==> src/rtl/lives_controller_pkg.sv <==
// Shared constants, state encoding and lives arithmetic for the lives controller.
// Latency: n/a (package only).
// Backpressure: n/a (package only).
package lives_controller_pkg;

    localparam int LIVES_W       = 2;
    localparam int DEF_MAX_LIVES = 3;

    typedef enum logic [1:0] {
        S_OVER   = 2'd0,
        S_PLAY   = 2'd1,
        S_INVULN = 2'd2
    } state_t;

    // Apply one optional decrement and one optional increment.
    // The result never goes below zero and is clamped to max_lives.
    function automatic logic [LIVES_W-1:0] sat_lives(
        input logic [LIVES_W-1:0] cur,
        input logic               dec,
        input logic               inc,
        input logic [LIVES_W-1:0] max_lives
    );
        logic [LIVES_W:0] sum;
        sum = {1'b0, cur} + {{LIVES_W{1'b0}}, inc};
        if (dec && (sum != '0)) begin
            sum = sum - 1'b1;
        end
        if (sum > {1'b0, max_lives}) begin
            sum = {1'b0, max_lives};
        end
        return sum[LIVES_W-1:0];
    endfunction

endpackage

==> src/rtl/lives_controller_frame_timer.sv <==
// Loadable down-counter of frame ticks with a one-cycle expire strobe.
// Latency: count updates one cycle after load/tick; expire is combinational on the 1->0 tick.
// Backpressure: none; load wins over tick, and the counter holds at zero.
module frame_timer #(
    parameter int W = 8
) (
    input  logic         clk,
    input  logic         rst_n,
    input  logic         load,
    input  logic [W-1:0] load_val,
    input  logic         tick,
    output logic [W-1:0] count,
    output logic         expire
);

    // The expire strobe lets the owner act on the same edge the counter reaches zero.
    assign expire = tick && (count == W'(1));

    // Load takes priority; otherwise count ticks down and parks at zero.
    always_ff @(posedge clk or negedge rst_n) begin
        if (!rst_n) begin
            count <= '0;
        end else if (load) begin
            count <= load_val;
        end else if (tick && (count != '0)) begin
            count <= count - 1'b1;
        end
    end

endmodule

==> src/rtl/lives_controller.sv <==
// Life count, post-hit invulnerability window and HUD heart blink for the player.
// Latency: all outputs registered, one cycle after the causing event pulse.
// Backpressure: none; event pulses are always consumed (or deliberately ignored) the cycle they arrive.
module lives_controller
    import lives_controller_pkg::*;
#(
    parameter int MAX_LIVES     = DEF_MAX_LIVES,
    parameter int START_LIVES   = 3,
    parameter int INVULN_FRAMES = 120,
    parameter int BLINK_FRAMES  = 8
) (
    input  logic               clk,
    input  logic               rst_n,
    input  logic               frame_tick,
    input  logic               new_game,
    input  logic               hit,
    input  logic               extra_life,
    output logic [LIVES_W-1:0] lives,
    output logic               lives_visible,
    output logic               invulnerable,
    output logic               game_over,
    output logic               hit_accepted
);

    localparam int INV_W   = 8;
    localparam int BLINK_W = $clog2(BLINK_FRAMES + 1);

    state_t             state;
    logic               hit_eff;
    logic [LIVES_W-1:0] next_lives;
    logic               enter_invuln;
    logic               timer_tick;

    logic               inv_load;
    logic [INV_W-1:0]   inv_load_val;
    logic [INV_W-1:0]   inv_count;
    logic               inv_expire;

    logic               blink_load;
    logic [BLINK_W-1:0] blink_load_val;
    logic [BLINK_W-1:0] blink_count;
    logic               blink_expire;
    logic               unused_blink;

    // Hits only count while vulnerable; new_game swallows every other pulse that cycle.
    assign hit_eff      = hit && (state == S_PLAY);
    assign next_lives   = sat_lives(lives, hit_eff, extra_life, LIVES_W'(MAX_LIVES));
    assign enter_invuln = !new_game && hit_eff && (next_lives != '0);

    // Both timers advance only inside an open invulnerability window.
    assign timer_tick = frame_tick && !new_game && (state == S_INVULN) && (inv_count != '0);

    // new_game clears the window; a surviving hit opens a fresh one.
    assign inv_load     = new_game || enter_invuln;
    assign inv_load_val = enter_invuln ? INV_W'(INVULN_FRAMES) : '0;

    // Blink reloads on each half-period, and is cleared when the window closes or a game starts.
    assign blink_load     = new_game || enter_invuln || blink_expire || inv_expire;
    assign blink_load_val = (enter_invuln || (blink_expire && !inv_expire))
                          ? BLINK_W'(BLINK_FRAMES) : '0;

    assign unused_blink = ^blink_count;

    frame_timer #(.W(INV_W)) u_invuln_timer (
        .clk      (clk),
        .rst_n    (rst_n),
        .load     (inv_load),
        .load_val (inv_load_val),
        .tick     (timer_tick),
        .count    (inv_count),
        .expire   (inv_expire)
    );

    frame_timer #(.W(BLINK_W)) u_blink_timer (
        .clk      (clk),
        .rst_n    (rst_n),
        .load     (blink_load),
        .load_val (blink_load_val),
        .tick     (timer_tick),
        .count    (blink_count),
        .expire   (blink_expire)
    );

    // Game FSM with registered HUD outputs; new_game overrides whatever state we are in.
    always_ff @(posedge clk or negedge rst_n) begin
        if (!rst_n) begin
            state         <= S_OVER;
            lives         <= '0;
            game_over     <= 1'b1;
            invulnerable  <= 1'b0;
            lives_visible <= 1'b1;
            hit_accepted  <= 1'b0;
        end else begin
            hit_accepted <= 1'b0;
            if (new_game) begin
                state         <= S_PLAY;
                lives         <= LIVES_W'(START_LIVES);
                game_over     <= 1'b0;
                invulnerable  <= 1'b0;
                lives_visible <= 1'b1;
            end else begin
                case (state)
                    S_PLAY: begin
                        lives <= next_lives;
                        if (hit_eff) begin
                            hit_accepted <= 1'b1;
                            if (next_lives == '0) begin
                                state     <= S_OVER;
                                game_over <= 1'b1;
                            end else begin
                                state         <= S_INVULN;
                                invulnerable  <= 1'b1;
                                lives_visible <= 1'b0;
                            end
                        end
                    end
                    S_INVULN: begin
                        lives <= next_lives;
                        if (inv_expire) begin
                            state         <= S_PLAY;
                            invulnerable  <= 1'b0;
                            lives_visible <= 1'b1;
                        end else if (blink_expire) begin
                            lives_visible <= !lives_visible;
                        end
                    end
                    default: begin
                        // Idle between games: hit, extra_life and frame_tick do nothing.
                        state <= S_OVER;
                    end
                endcase
            end
        end
    end

endmodule

==> config.mk <==
export PLATFORM = sky130hd
export DESIGN_NAME = lives_controller
export DESIGN_NICKNAME = d
export VERILOG_FILES = /design/src/rtl/lives_controller_pkg.sv /design/src/rtl/lives_controller_frame_timer.sv /design/src/rtl/lives_controller.sv
export SDC_FILE = /design/constraint.sdc
export NUM_CORES = 1
export LEC_CHECK = 0
export CAP_MARGIN = 20
export CORE_MARGIN = 2
export CORE_UTILIZATION = 30
export DETAILED_ROUTE_END_ITERATION = 10
export PLACE_DENSITY = 0.55
export SKIP_LAST_GASP = 1
export SYNTH_ARGS = -nofsm -noshare
export SYNTH_HDL_FRONTEND = slang
export SYNTH_SLANG_ARGS = --single-unit
==> constraint.sdc <==
create_clock -name clk -period 2.84 [get_ports clk]
set_input_delay 0.568 -clock clk [delete_from_list [all_inputs] [get_ports clk]]
set_output_delay 0.568 -clock clk [all_outputs]
set_load 0.1 [all_outputs]
### Word level (Yosys, flattened, before mapping)

Cells that the tools add are included.

| storage, ports and cells | value |
|---|---|
| register bits | 20 |
| input port bits | 6 |
| output and inout port bits | 6 |
| logic and storage cells | 90 |

| operators by class | value |
|---|---|
| $add $sub $neg | 4 |
| order comparisons | 1 |
| eq/ne operators | 8 |
| multiplexer cells | 33 |
| reduce and logical (&&, ||, !) cells | 36 |

Operators with widths:

| operator | number |
|---|---|
| two-way mux 1 bit | 16 |
| two-way mux 8 bit | 2 |
| two-way mux 2 bit | 7 |
| nonzero test 2 bit | 7 |
| logical AND 1 bit | 12 |
| two-way mux 4 bit | 3 |
| != test 3 bit, second input constant | 3 |
| equality test 8 x 1 -> 1 bit, second input constant | 1 |
| AND reduction 4 bit | 2 |
| nonzero test 8 bit | 1 |
| subtractor 8 x 1 -> 8 bit, second input constant | 1 |
| two-way mux 7 bit | 1 |
| nonzero test 3 bit | 2 |
| equality test 4 x 1 -> 1 bit, second input constant | 1 |
| logical OR 1 bit | 4 |
| != test 4 bit, second input constant | 1 |
| case mux 1 bit (2 select lines) | 2 |
| case mux 2 bit (2 select lines) | 1 |
| nonzero test 4 bit | 1 |
| subtractor 4 x 1 -> 4 bit, second input constant | 1 |
| adder 2 x 1 -> 3 bit | 1 |
| greater-than comparator 3 x 2 -> 1 bit, second input constant | 1 |
| zero test 1 bit | 3 |
| two-way mux 3 bit | 1 |
| other kinds (7) | 7 |

### Logic depth before layout (Yosys ltp)

Gate-level depths: netlist of run 1.

| logic depth | value |
|---|---|
| word-level depth | 12 |
| gate-level depth with buffers | 10 |

### Modules after synthesis

A second synthesis of run 1 with hierarchy kept.

| unflattened totals | value |
|---|---|
| cells, all modules | 167 |
| area total of the unflattened synthesis | 1482.7 µm² |

By module, submodules not included:

| module | times used | cells each | area an instance (µm²) | seq. area each (µm²) |
|---|---|---|---|---|
| lives_controller | 1 | 73 | 645.6 | 202.7 |
| frame_timer (u_invuln_timer) | 1 | 64 | 570.5 | 200.2 |
| frame_timer (u_blink_timer) | 1 | 30 | 266.5 | 100.1 |

### Worst setup path after synthesis of run 1

OpenSTA, ideal clock, no wires.

| timing path | value |
|---|---|
| path type | reg2reg |
| start point | register lives[0] |
| end point | register u_blink_timer.count[1] |
| setup time | 0.094 ns |
| arrival time | 2.865 ns |
| data required time | 2.746 ns |
| path slack | -0.119 ns |
| cell stages (with the launch flop) | 11 |
| clock period less this slack | 2.959 ns |
| path through | dfrtp_1 > ha_1 > ha_1 > inv_1 > ha_1 > ha_1 > or4b_1 > o21ai_0 > o21ai_2 > nand2b_4 > a211oi_1 |

| on the way | value |
|---|---|
| longest elaborated chain between the ends | 12 |
| elaborated cells on any way between the ends | 14 |
| those cells by class | 2 x add/sub; 1 x order compare; 3 x mux; 8 x reduce/logical |

RTL lines:

| element | line | source |
|---|---|---|
| start: declaration | lives_controller.sv:18 | `output logic [LIVES_W-1:0] lives,` |
| start signal: assignment | lives_controller.sv:97 | `lives <= LIVES_W'(START_LIVES);` |
| start signal: assignment | lives_controller.sv:104 | `lives <= next_lives;` |
| start signal: assignment | lives_controller.sv:118 | `lives <= next_lives;` |
| adder 2 x 1 -> 3 bit (*) | lives_controller_pkg.sv:24 | `sum = {1'b0, cur} + {{LIVES_W{1'b0}}, inc};` |
| parallel branches: the longest is 2 deep, another holds subtractor 3 x 1 -> 3 bit | n/a |  |
| two-way mux 3 bit (*) | lives_controller_pkg.sv:25 | `if (dec && (sum != '0)) begin` |
| greater-than comparator 3 x 2 -> 1 bit | lives_controller_pkg.sv:28 | `if (sum > {1'b0, max_lives}) begin` |
| two-way mux 2 bit (*) | lives_controller_pkg.sv:28 |  |
| nonzero test 2 bit (*) | lives_controller.sv:48 | `assign enter_invuln = !new_game && hit_eff && (next_lives != '0);` |
| logical AND 1 bit (*) | lives_controller.sv:48 |  |
| logical OR 1 bit (*) (3 in a row) | lives_controller.sv:58 | `assign blink_load = new_game \|\| enter_invuln \|\| blink_expire \|\| inv_expire;` |
| two-way mux 4 bit / nonzero test 2 bit (equally long branches) | n/a |  |
| end signal: assignment | lives_controller_frame_timer.sv:24 | `count <= load_val;` |
| end signal: assignment | lives_controller_frame_timer.sv:26 | `count <= count - 1'b1;` |
| end: declaration | lives_controller_frame_timer.sv:12 | `output logic [W-1:0] count,` |

Mark *: on every way between the ends.
A chain may end at the register's enable or synchronous reset.

### Worst setup path in the final report of run 1

| timing path | value |
|---|---|
| start point | input extra_life |
| end point | register u_blink_timer.count[1] |

| on the way | value |
|---|---|
| longest elaborated chain between the ends | 12 |
| elaborated cells on any way between the ends | 14 |
| those cells by class | 2 x add/sub; 1 x order compare; 3 x mux; 8 x reduce/logical |

RTL lines:

| element | line | source |
|---|---|---|
| start: declaration | lives_controller.sv:17 | `input logic extra_life,` |
| adder 2 x 1 -> 3 bit (*) | lives_controller_pkg.sv:24 |  |
| parallel branches: the longest is 2 deep, another holds subtractor 3 x 1 -> 3 bit | n/a |  |
| two-way mux 3 bit (*) | lives_controller_pkg.sv:25 |  |
| greater-than comparator 3 x 2 -> 1 bit | lives_controller_pkg.sv:28 |  |
| two-way mux 2 bit (*) | lives_controller_pkg.sv:28 |  |
| nonzero test 2 bit (*) | lives_controller.sv:48 |  |
| logical AND 1 bit (*) | lives_controller.sv:48 |  |
| logical OR 1 bit (*) (3 in a row) | lives_controller.sv:58 |  |
| two-way mux 4 bit / nonzero test 2 bit (equally long branches) | n/a |  |

Marks and branches as above.

==> qor.csv, run 1 <==
stage,metric,value,unit
outcome,outcome,"complete, no violations",
pwr,p_per_area,717,nW/um^2
pwr,p_sw,442,uW
pwr,p_leak,0.000663,uW
worst_hold_path,hp-class,flop to flop,
synthesis,ys_ff_latch,20,
cts,cts_hold_buf,0,
sta,rsz0062_at_grt,true,
finish,drive_above_1_share,0.195,
cts,cts.sinks,20,
synthesis,synth_edf_count,0,
pwr,clkPwrFrac,0.262,
finish,final_area,1570,sq um
sta,skew,0.0189,ns
cts,cts-root-buf,clkbuf_8,
sta,finalCriticalPeriod,2.71,ns
synthesis,async_flop_share,1.00,
route,via_per_inst,5.23,
grt,grt_antenna_before_repair,0,
cts,clockBufferDepth,2,
critical_path,cp-start-kind,input port,
route,drt_pass1_iterations,4,
sta,worst_pin_slew,0.658,ns
cts,clk_latency,0.27,ns
finish,fill_cells,393,
pwr,p_int,683,uW
sta,final-hold-violation-count,0,
critical_path,cp-end-kind,flop,
finish,antennaDiodeCount,0,
floorplan,die_h,68.7,um
finish,fin_nets,172,
route,drcViolationCount,0,
synthesis,synth_fp_nets,149,
sta,tns,0,ns
pwr,p_seq_frac,0.325,
place,place_area,1470,sq um
synthesis,synthesis.area,1250,sq um
cts,numCtsBuffers,3,
pwr,irDropWorstVdd,0.000462,V
route,drt_wl_total,2780,um
synthesis,synth_commonest_cells,"18 x dfrtp_1, 18 x nor2_1, 11 x ha_1, 11 x inv_1, 8 x nand2_1",
floorplan,dieArea,4720,sq um
finish,area_growth_syn_to_layout,25.1,%
place,gp_congestion,0.842,
floorplan,placementRows,23,
synthesis,ys_seq_area_frac,0.401,
synthesis,yosys.area.top_type_share,0.359,
sta,fmax,369,MHz
place,hpwl,2120,um
floorplan,ios,12,
synthesis,syn_area_per_cell,9.51,sq um
route,dr_total_vias,1066,
cts,path_clk_slew,0.09,ns
synthesis,yosys.cell_types.count,42,
sta,finalMaxSlewViolations,0,
critical_path,crit_type,input port to flop,
place,io_buffers,11,
floorplan,core-area,4000,sq um
sta,setup_viol,0,
grt,grt_overflow,0,
sta,relSlewSlack,0.559,
grt,grt_max_degree,13,
pwr,comb_power_share,0.412,
floorplan,start_util,0.314,
critical_path,cp_max_fo,7,
grt,grt_pass1_vias,1040,
route,drt_iter0_markers,47,
grt,grt_usage,0.139,
synthesis,synth-warning-count,0,
critical_path,cp.required,3.01,ns
synthesis,synth_top_area_cell,dfrtp_1,
grt,grt_pass1_wl,4910,um
synthesis,synthTopCellsByArea,"dfrtp_1 36%, ha_1 11%, nor2_1 5.4%",
route,avgRoutedWirePerCell,13.6,um
cts,h-tree-depth,1,
sta,fin_crit_sh,0.954,
critical_path,critical_path_arrival,2.88,ns
floorplan,fp.dieW,68.7,um
cts,tritoncts,built,
synthesis,synthCells,132,
pwr,switching_share,0.393,
flow_run,cap_violations,0,
synthesis,ys.flop_type,dfrtp_1,
route,drtAntennaViolNets,0,
==> kinds of logic (layout without fill, tap and decap cells) <==
| logic type | Yosys count | count (layout) | synth area share |
|---|---|---|---|
| AND/OR/NAND/NOR | 50 | 50 | 0.215 |
| AO/OA/AOI/OAI | 31 | 31 | 0.182 |
| flip-flops | 20 | 20 | 0.401 |
| buffers and inverters | 13 | 35 | 0.0399 |
| adder cells (fa/ha/maj) | 11 | 11 | 0.110 |
| XOR/XNOR | 5 | 5 | 0.0349 |
| multiplexers | 2 | 2 | 0.0169 |
==> worst paths after layout <==
| check | from | to | slack, ns | depth (start not counted) |
|---|---|---|---|---|
| max in group asynchronous | rst_n | lives_visible | 1.56 | 2 |
| min in group asynchronous | rst_n | u_blink_timer.count[0] | 0.65 | 1 |
| min | lives_visible | lives_visible | 0.53 | 1 |
| max | extra_life | u_blink_timer.count[1] | 0.13 | 11 |
| max reg2reg | lives[0] | u_blink_timer.count[1] | 0.44 | 10 |
| min reg2reg | lives_visible | lives_visible | 0.53 | 1 |
==> per-layer routing <==
layer  GRT usage  wire, um  vias up
li1            -         -      527
met1       0.200      1360      520
met2       0.207      1300       15
met3      0.0260        91        4
met4      0.0525        27        0
met5           0         0        -
==> repair_timing <==
item	CTS	global route
pin swaps	1	0
hold endpoints to repair	0	0
setup endpoints to repair	1	2
resized for setup	2	4
setup buffers	1	0
==> worst max-delay path, stage by stage <==
cell,delay [ns]
clkdlybuf4s50_1,0.41
ha_1,0.20
ha_1,0.29
inv_1,0.06
ha_1,0.13
ha_1,0.15
or4b_1,0.45
o21ai_2,0.12
o21ai_4,0.13
nand2b_4,0.18
a211oi_2,0.19
==> placed cells by master, fill, tap and decap left out, drive strengths merged, types with 2 or more instances in the layout <==
master and instances:
nand3 3, a311oi 2, a211oi 3, nor3b 2, xnor2 2, inv 11, nand4 2, o21ai 5
nor2 18, dfrtp 18, nand2 8, buf 15, xor2 3, or3 3, clkbuf 3, a211o 2
ha 11, o211ai 4, dfstp 2, and3 2, clkdlybuf4s50 5, a21oi 2, a31oi 4, nor3 5
==> registers in the layout (all words and copies together) (netlist names) <==
signal	flops
hit_accepted	1
invulnerable	1
state	2
lives_visible	1
u_invuln_timer.count	8
game_over	1
lives	2
u_blink_timer.count	4
==> per-stage QoR <==
stage                util  power [uW]  hold WS (ns)  setup slack [ns]  std cells
floorplan               -         688         0.272            0.0178        132
global placement    0.366         808         0.508            -0.208        199
finish              0.393        1130         0.530             0.132        204
CTS                 0.387        1120         0.531            0.0452        204
global route        0.393        1190         0.543          -0.00327        204
detailed placement  0.366         818         0.513            -0.292        199
==> cell type report <==
cell class	instances	area, sq um	area share
Tap cell	50	62.6	0.0398
Clock buffer	3	41.3	0.0263
Multi-Input combinational cell	99	728	0.464
Timing Repair Buffer	20	163	0.104
Clock inverter	1	30.0	0.0191
Inverter	11	41.3	0.0263
Sequential cell	20	504	0.321
==> power by group through the flow <==
stage | clock, uW | combinational [uW] | sequential [uW]
floorplan | 0 | 200 | 488
global placement | 0 | 438 | 370
detailed placement | 0 | 448 | 370
CTS | 297 | 458 | 366
global route | 312 | 510 | 372
finish | 295 | 464 | 366
(Power assumes the default switching activity.)
==> run 2, diff against run 1 <==
- HOLD_SLACK_MARGIN: default -> 0.08
- PLACE_DENSITY: 0.55 -> default
==> qor.csv, run 2 (synthesis results as in run 1) <==
stage,metric,value,unit,change
critical_path,worstPathBufferInverterCount,2,,unchanged
flow_run,cap_violations,0,,unchanged
cts,cts_hold_buf,0,,unchanged
cts,cts-root-buf,clkbuf_8,,unchanged
sta,skew,0.00167,ns,was 0.0189 ns
critical_path,crit_family,adder cells,,unchanged
sta,fin_crit_sh,0.936,,was 0.954
critical_path,critPathSlowestCell,or4b_4,,was or4b_1
sta,setup_viol,0,,unchanged
floorplan,die_h,68.7,um,unchanged
route,drtAntennaViolNets,0,,unchanged
pwr,p_per_area,678,nW/um^2,was 717 nW/um^2
finish,largest_register_ffs,8,,unchanged
route,dr_total_vias,1082,,"was 1,066"
critical_path,critical_path_arrival,2.83,ns,was 2.88 ns
pwr,switching_share,0.414,,was 0.393
floorplan,dieArea,4720,sq um,unchanged
place,post-place-ws,-0.274,ns,was -0.292 ns
grt,grt_pass1_wl,4740,um,was 4910 um
critical_path,cp-end-kind,flop,,unchanged
cts,tritoncts,built,,unchanged
finish,register_area,504,sq um,unchanged
worst_hold_path,hp-class,flop to flop,,unchanged
finish,fin_nets,174,,was 172
finish,final_cell_count_no_fill,206,,was 204
pwr,p_sw,440,uW,was 442 uW
sta,fmax,376,MHz,was 369 MHz
grt,grt_usage,0.136,,was 0.139
pwr,p_seq_frac,0.346,,was 0.325
grt,grt_pass1_vias,1060,,"was 1,040"
place,dp_cells,202,,was 199
floorplan,ios,12,,unchanged
sta,rsz0062_at_grt,false,,was true
sta,final-hold-violation-count,0,,unchanged
finish,drive_above_1_share,0.205,,was 0.195
finish,final_area,1570,sq um,about the same
cts,h-tree-depth,1,,unchanged
outcome,outcome,"complete, no violations",,unchanged
critical_path,cp.required,3.02,ns,was 3.01 ns
pwr,p_leak,0.000659,uW,was 0.000663 uW
route,drcViolationCount,0,,unchanged
pwr,comb_power_share,0.473,,was 0.412
cts,cts.sinks,20,,unchanged
floorplan,fp.dieW,68.7,um,unchanged
worst_hold_path,worstHoldEndpoint,lives_visible,,unchanged
place,io_buffers,11,,unchanged
grt,grt_max_degree,15,,was 13
critical_path,cp-start-kind,input port,,unchanged
critical_path,max_stage_delay,0.47,ns,was 0.45 ns
critical_path,r2r-start,lives[0],,unchanged
finish,top_regs,"u_invuln_timer.count: 8 flops, u_blink_timer.count: 4 flops",,unchanged
floorplan,placementRows,23,,unchanged
floorplan,core-area,4000,sq um,unchanged
critical_path,cpMostUsedCell,ha_1,,unchanged
finish,regMostFlops,u_invuln_timer.count,,unchanged
cts,path_clk_slew,0.07,ns,was 0.09 ns
pwr,clkPwrFrac,0.181,,was 0.262
cts,clk_latency,0.26,ns,was 0.27 ns
sta,fin_ws,0.183,ns,was 0.132 ns
critical_path,cp_max_fo,6,,was 7
finish,antennaDiodeCount,0,,unchanged
critical_path,r2r_setup_slack,0.49,ns,was 0.44 ns
worst_hold_path,hold_depth,1,,unchanged
grt,grt_overflow,0,,unchanged
critical_path,reg2reg_depth,10,,unchanged
critical_path,crit_path_cell_trace,clkdlybuf4s50_1 -> ha_1 -> ha_4 -> inv_1 -> ha_1 -> ha_2 -> or4b_4 -> o21ai_4 -> o21ai_2 -> nand2b_4 -> a211oi_2,,was clkdlybuf4s50_1 -> ha_1 -> ha_1 -> inv_1 -> ha_1 -> ha_1 -> or4b_1 -> o21ai_2 -> o21ai_4 -> nand2b_4 -> a211oi_2
sta,finalMaxSlewViolations,0,,unchanged
finish,area_growth_syn_to_layout,24.9,%,was 25.1%
sta,worst_pin_slew,0.678,ns,was 0.658 ns
worst_hold_path,min-delay-start,lives_visible,,unchanged
sta,relSlewSlack,0.545,,was 0.559
place,gp_congestion,0.856,,was 0.842
route,via_per_inst,5.25,,was 5.23
cts,numCtsBuffers,3,,unchanged
finish,final_cell_mix,"18 x nor2_1, 17 x dfrtp_1, 17 x buf_4, 11 x inv_1, 9 x ha_1",,"was 18 x nor2_1, 17 x dfrtp_1, 15 x buf_4, 11 x inv_1, 11 x ha_1"
floorplan,start_util,0.314,,unchanged
critical_path,crit_type,input port to flop,,unchanged
sta,finalCriticalPeriod,2.66,ns,was 2.71 ns
finish,fill_cells,386,,was 393
route,drt_iter0_markers,48,,was 47
route,avgRoutedWirePerCell,13.8,um,was 13.6 um
place,hpwl,2210,um,was 2120 um
route,drt_wl_total,2840,um,was 2780 um
route,drt_pass1_iterations,4,,unchanged
place,place_area,1490,sq um,was 1470 sq um
critical_path,r2r-end,u_blink_timer.count[1],,unchanged
pwr,irDropWorstVdd,0.000423,V,was 0.000462 V
cts,post_cts_buffers,0,,was 1
cts,clockBufferDepth,2,,unchanged
finish,multi_input_area,737,sq um,was 728 sq um
grt,grt_antenna_before_repair,0,,unchanged
pwr,p_int,622,uW,was 683 uW
finish,layout_commonest_cell,nor2_1,,unchanged
==> run 2: changes by cell type in the layout (fill, tap and decap cells not counted), sizes merged <==
cell    delta
bufinv     -1
clkbuf     +1
buf        +2
==> run 2: worst max-delay path by stage <==
| stage | cells past startpoint | startpoint | slack [ns] | endpoint |
|---|---|---|---|---|
| CTS | 11 | extra_life | 0.01 | u_blink_timer.count[1] |
| detailed placement | 11 | extra_life | -0.27 | u_blink_timer.count[1] |
| global route | 12 | extra_life | 0.05 | u_invuln_timer.count[4] |
| global placement | 11 | extra_life | -0.16 | u_invuln_timer.count[3] |
| floorplan | 9 | lives[1] | 0.02 | u_blink_timer.count[1] |
| finish | 11 | extra_life | 0.18 | u_blink_timer.count[1] |
==> run 2: area by class of cell <==
cell class / instances / share of cell area
timing repair buffer: 22 / 0.113
tap: 50 / 0.0399
sequential: 20 / 0.322
inverter: 11 / 0.0263
multi-input combinational: 99 / 0.470
clock buffer: 4 / 0.0287
==> run 2: power groups by stage <==
stage                     sequential [uW]  combinational, uW  clock [uW]
after floorplan                       488                200           0
after global placement                369                459           0
after detailed placement              371                475           0
after CTS                             365                478         195
after global routing                  373                544         206
final                                 368                502         192
==> run 2: through the flow <==
step / utilization / TNS, ns / hold slack [ns] / total power (uW)
finish: 0.392 / 0 / 0.534 / 1060
global placement: 0.372 / -1.33 / 0.510 / 828
global route: 0.392 / 0 / 0.538 / 1120
floorplan: - / 0 / 0.272 / 688
CTS: 0.383 / 0 / 0.536 / 1040
detailed placement: 0.372 / -2.43 / 0.526 / 845
==> run 2: routing by layer <==
metal / track usage / part of all wire
met5: 0 / 0
met4: 0.0500 / 0.014
met3: 0.0195 / 0.044
met2: 0.243 / 0.50
met1: 0.166 / 0.44
==> run 2: what timing repair did <==
item	CTS	global route
hold endpoints to repair	0	0
resized for setup	1	7
endpoints found under the setup margin	1	7
==> run 3, diff against run 2 <==
- SLEW_MARGIN: default -> 20
- clock period: 2.84 -> 2.6 ns (I/O delays scaled with it)
==> qor.csv, run 3 (synthesis results as in run 1) <==
stage,metric,value,unit,change
sta,fmax,426,MHz,
route,dr_total_vias,1133,,"was 1,082"
critical_path,critical_path_arrival,2.54,ns,was 2.83 ns
sta,setup_viol,0,,unchanged
cts,cts-root-buf,clkbuf_8,,unchanged
cts,cts_hold_buf,0,,unchanged
sta,skew,0.00311,ns,was 0.00167 ns
cts,clockBufferDepth,2,,unchanged
floorplan,die_h,68.7,um,unchanged
critical_path,cp.required,2.79,ns,was 3.02 ns
sta,timing.hold.ws,0.523,ns,was 0.534 ns
finish,top_regs,"u_invuln_timer.count: 8 flops, u_blink_timer.count: 4 flops",,unchanged
critical_path,crit_type,flop to flop,,was input port to flop
sta,tns,0,ns,unchanged
finish,layout_commonest_cell,buf_4,,was nor2_1
floorplan,dieArea,4720,sq um,unchanged
place,post-place-ws,-0.329,ns,was -0.274 ns
cts,h-tree-depth,1,,unchanged
route,drcViolationCount,0,,unchanged
floorplan,start_util,0.314,,unchanged
sta,finalCriticalPeriod,2.35,ns,
pwr,irDropWorstVdd,0.000389,V,was 0.000423 V
outcome,outcome,"complete, no violations",,unchanged
sta,rsz0062_at_grt,false,,unchanged
finish,final_area,1650,sq um,was 1570 sq um
finish,area_growth_syn_to_layout,31.8,%,was 24.9%
place,place_area,1520,sq um,was 1490 sq um
critical_path,crit_path_cell_trace,ha_2 -> ha_4 -> inv_1 -> ha_2 -> ha_4 -> or4b_4 -> o21ai_4 -> o21ai_4 -> o22a_1 -> o32a_1,,was clkdlybuf4s50_1 -> ha_1 -> ha_4 -> inv_1 -> ha_1 -> ha_2 -> or4b_4 -> o21ai_4 -> o21ai_2 -> nand2b_4 -> a211oi_2
pwr,p_leak,0.000700,uW,was 0.000659 uW
sta,relSlewSlack,0.638,,was 0.545
finish,final_cell_mix,"22 x buf_4, 18 x nor2_1, 16 x dfrtp_1, 11 x inv_1, 8 x nand2_1",,"was 18 x nor2_1, 17 x dfrtp_1, 17 x buf_4, 11 x inv_1, 9 x ha_1"
place,gp_congestion,0.770,,was 0.856
critical_path,cp_max_fo,6,,unchanged
cts,tritoncts,built,,unchanged
floorplan,ios,12,,unchanged
critical_path,critPathSlowestCell,dfrtp_4,,was or4b_4
sta,fin_ws,0.250,ns,was 0.183 ns
floorplan,placementRows,23,,unchanged
worst_hold_path,hp-class,flop to flop,,unchanged
cts,cts.sinks,20,,unchanged
critical_path,cp-start-kind,flop,,was input port
pwr,p_per_area,745,nW/um^2,was 678 nW/um^2
flow_run,cap_violations,0,,unchanged
finish,fin_nets,179,,was 174
route,drtAntennaViolNets,0,,unchanged
finish,drive_above_1_share,0.267,,was 0.205
finish,largest_register_ffs,8,,unchanged
route,via_per_inst,5.37,,was 5.25
cts,path_clk_slew,0.08,ns,was 0.07 ns
sta,worst_pin_slew,0.541,ns,was 0.678 ns
sta,final-hold-violation-count,0,,unchanged
critical_path,max_stage_delay,0.49,ns,was 0.47 ns
route,drt_wl_total,3000,um,was 2840 um
sta,finalMaxSlewViolations,0,,unchanged
pwr,p_total,1230,uW,was 1060 uW
route,drt_iter0_markers,48,,unchanged
floorplan,core-area,4000,sq um,unchanged
route,avgRoutedWirePerCell,14.2,um,was 13.8 um
critical_path,cp-end-kind,flop,,unchanged
floorplan,fp.dieW,68.7,um,unchanged
route,drt_pass1_iterations,4,,unchanged
place,hpwl,2310,um,was 2210 um
grt,grt_overflow,0,,unchanged
grt,grt_pass1_vias,1163,,"was 1,060"
grt,grt_antenna_before_repair,0,,unchanged
grt,grt_pass1_wl,5240,um,was 4740 um
finish,antennaDiodeCount,0,,unchanged
place,io_buffers,11,,unchanged
grt,grt_max_degree,15,,unchanged
cts,numCtsBuffers,3,,unchanged
finish,regMostFlops,u_invuln_timer.count,,unchanged
sta,fin_crit_sh,0.904,,
grt,grt_usage,0.151,,was 0.136
cts,clk_latency,0.26,ns,about the same
[run 3: cell type report]
class	instances	area [sq um]
flip-flops and latches	20	508
inverters	11	41.3
repair buffers	27	218
clock buffers	4	55.1
well taps	50	62.6
fillers	396	2350
multi-input cells	99	769
[run 3: path summary, 6_finish.rpt]
| kind | startpoint | endpoint | slack (ns) | cells after the start |
|---|---|---|---|---|
| max in group asynchronous | rst_n | game_over | 1.44 | 2 |
| min reg2reg | lives_visible | lives_visible | 0.52 | 1 |
| max reg2reg | lives[0] | lives_visible | 0.25 | 10 |
| min | lives_visible | lives_visible | 0.52 | 1 |
| min in group asynchronous | rst_n | u_invuln_timer.count[2] | 0.60 | 1 |
| max | lives[0] | lives_visible | 0.25 | 10 |
[run 3: power by group]
group | switching [uW] | internal [uW] | total (uW)
Combinational | 349 | 235 | 584
Sequential | 44.8 | 359 | 404
Clock | 110 | 135 | 245
Total | 504 | 729 | 1230
[run 3: metrics by stage]
stage	cells	utilization
floorplan	132	-
global placement	205	0.379
detailed placement	205	0.379
CTS	211	0.407
global route	211	0.414
finish	211	0.414
[run 3: critical path: cells and delay by family, from the launching register on]
family / cells / cell delay [ns]
AND/OR/NAND/NOR: 1 / 0.47
adder cells (fa/ha/maj): 4 / 0.74
AO/OA/AOI/OAI: 4 / 0.51
flip-flops: 1 / 0.49
buffers and inverters: 1 / 0.05
[run 3: what timing repair did]
action,CTS,global route
pin swaps,2,3
buffers inserted,2,0
resized for setup,7,5
endpoints found under the setup margin,3,12
[run 3: layer usage]
metal,track usage,part of all wire
met1,0.181,0.44
met2,0.267,0.51
met3,0.0260,0.035
met4,0.0600,0.015
met5,0,0
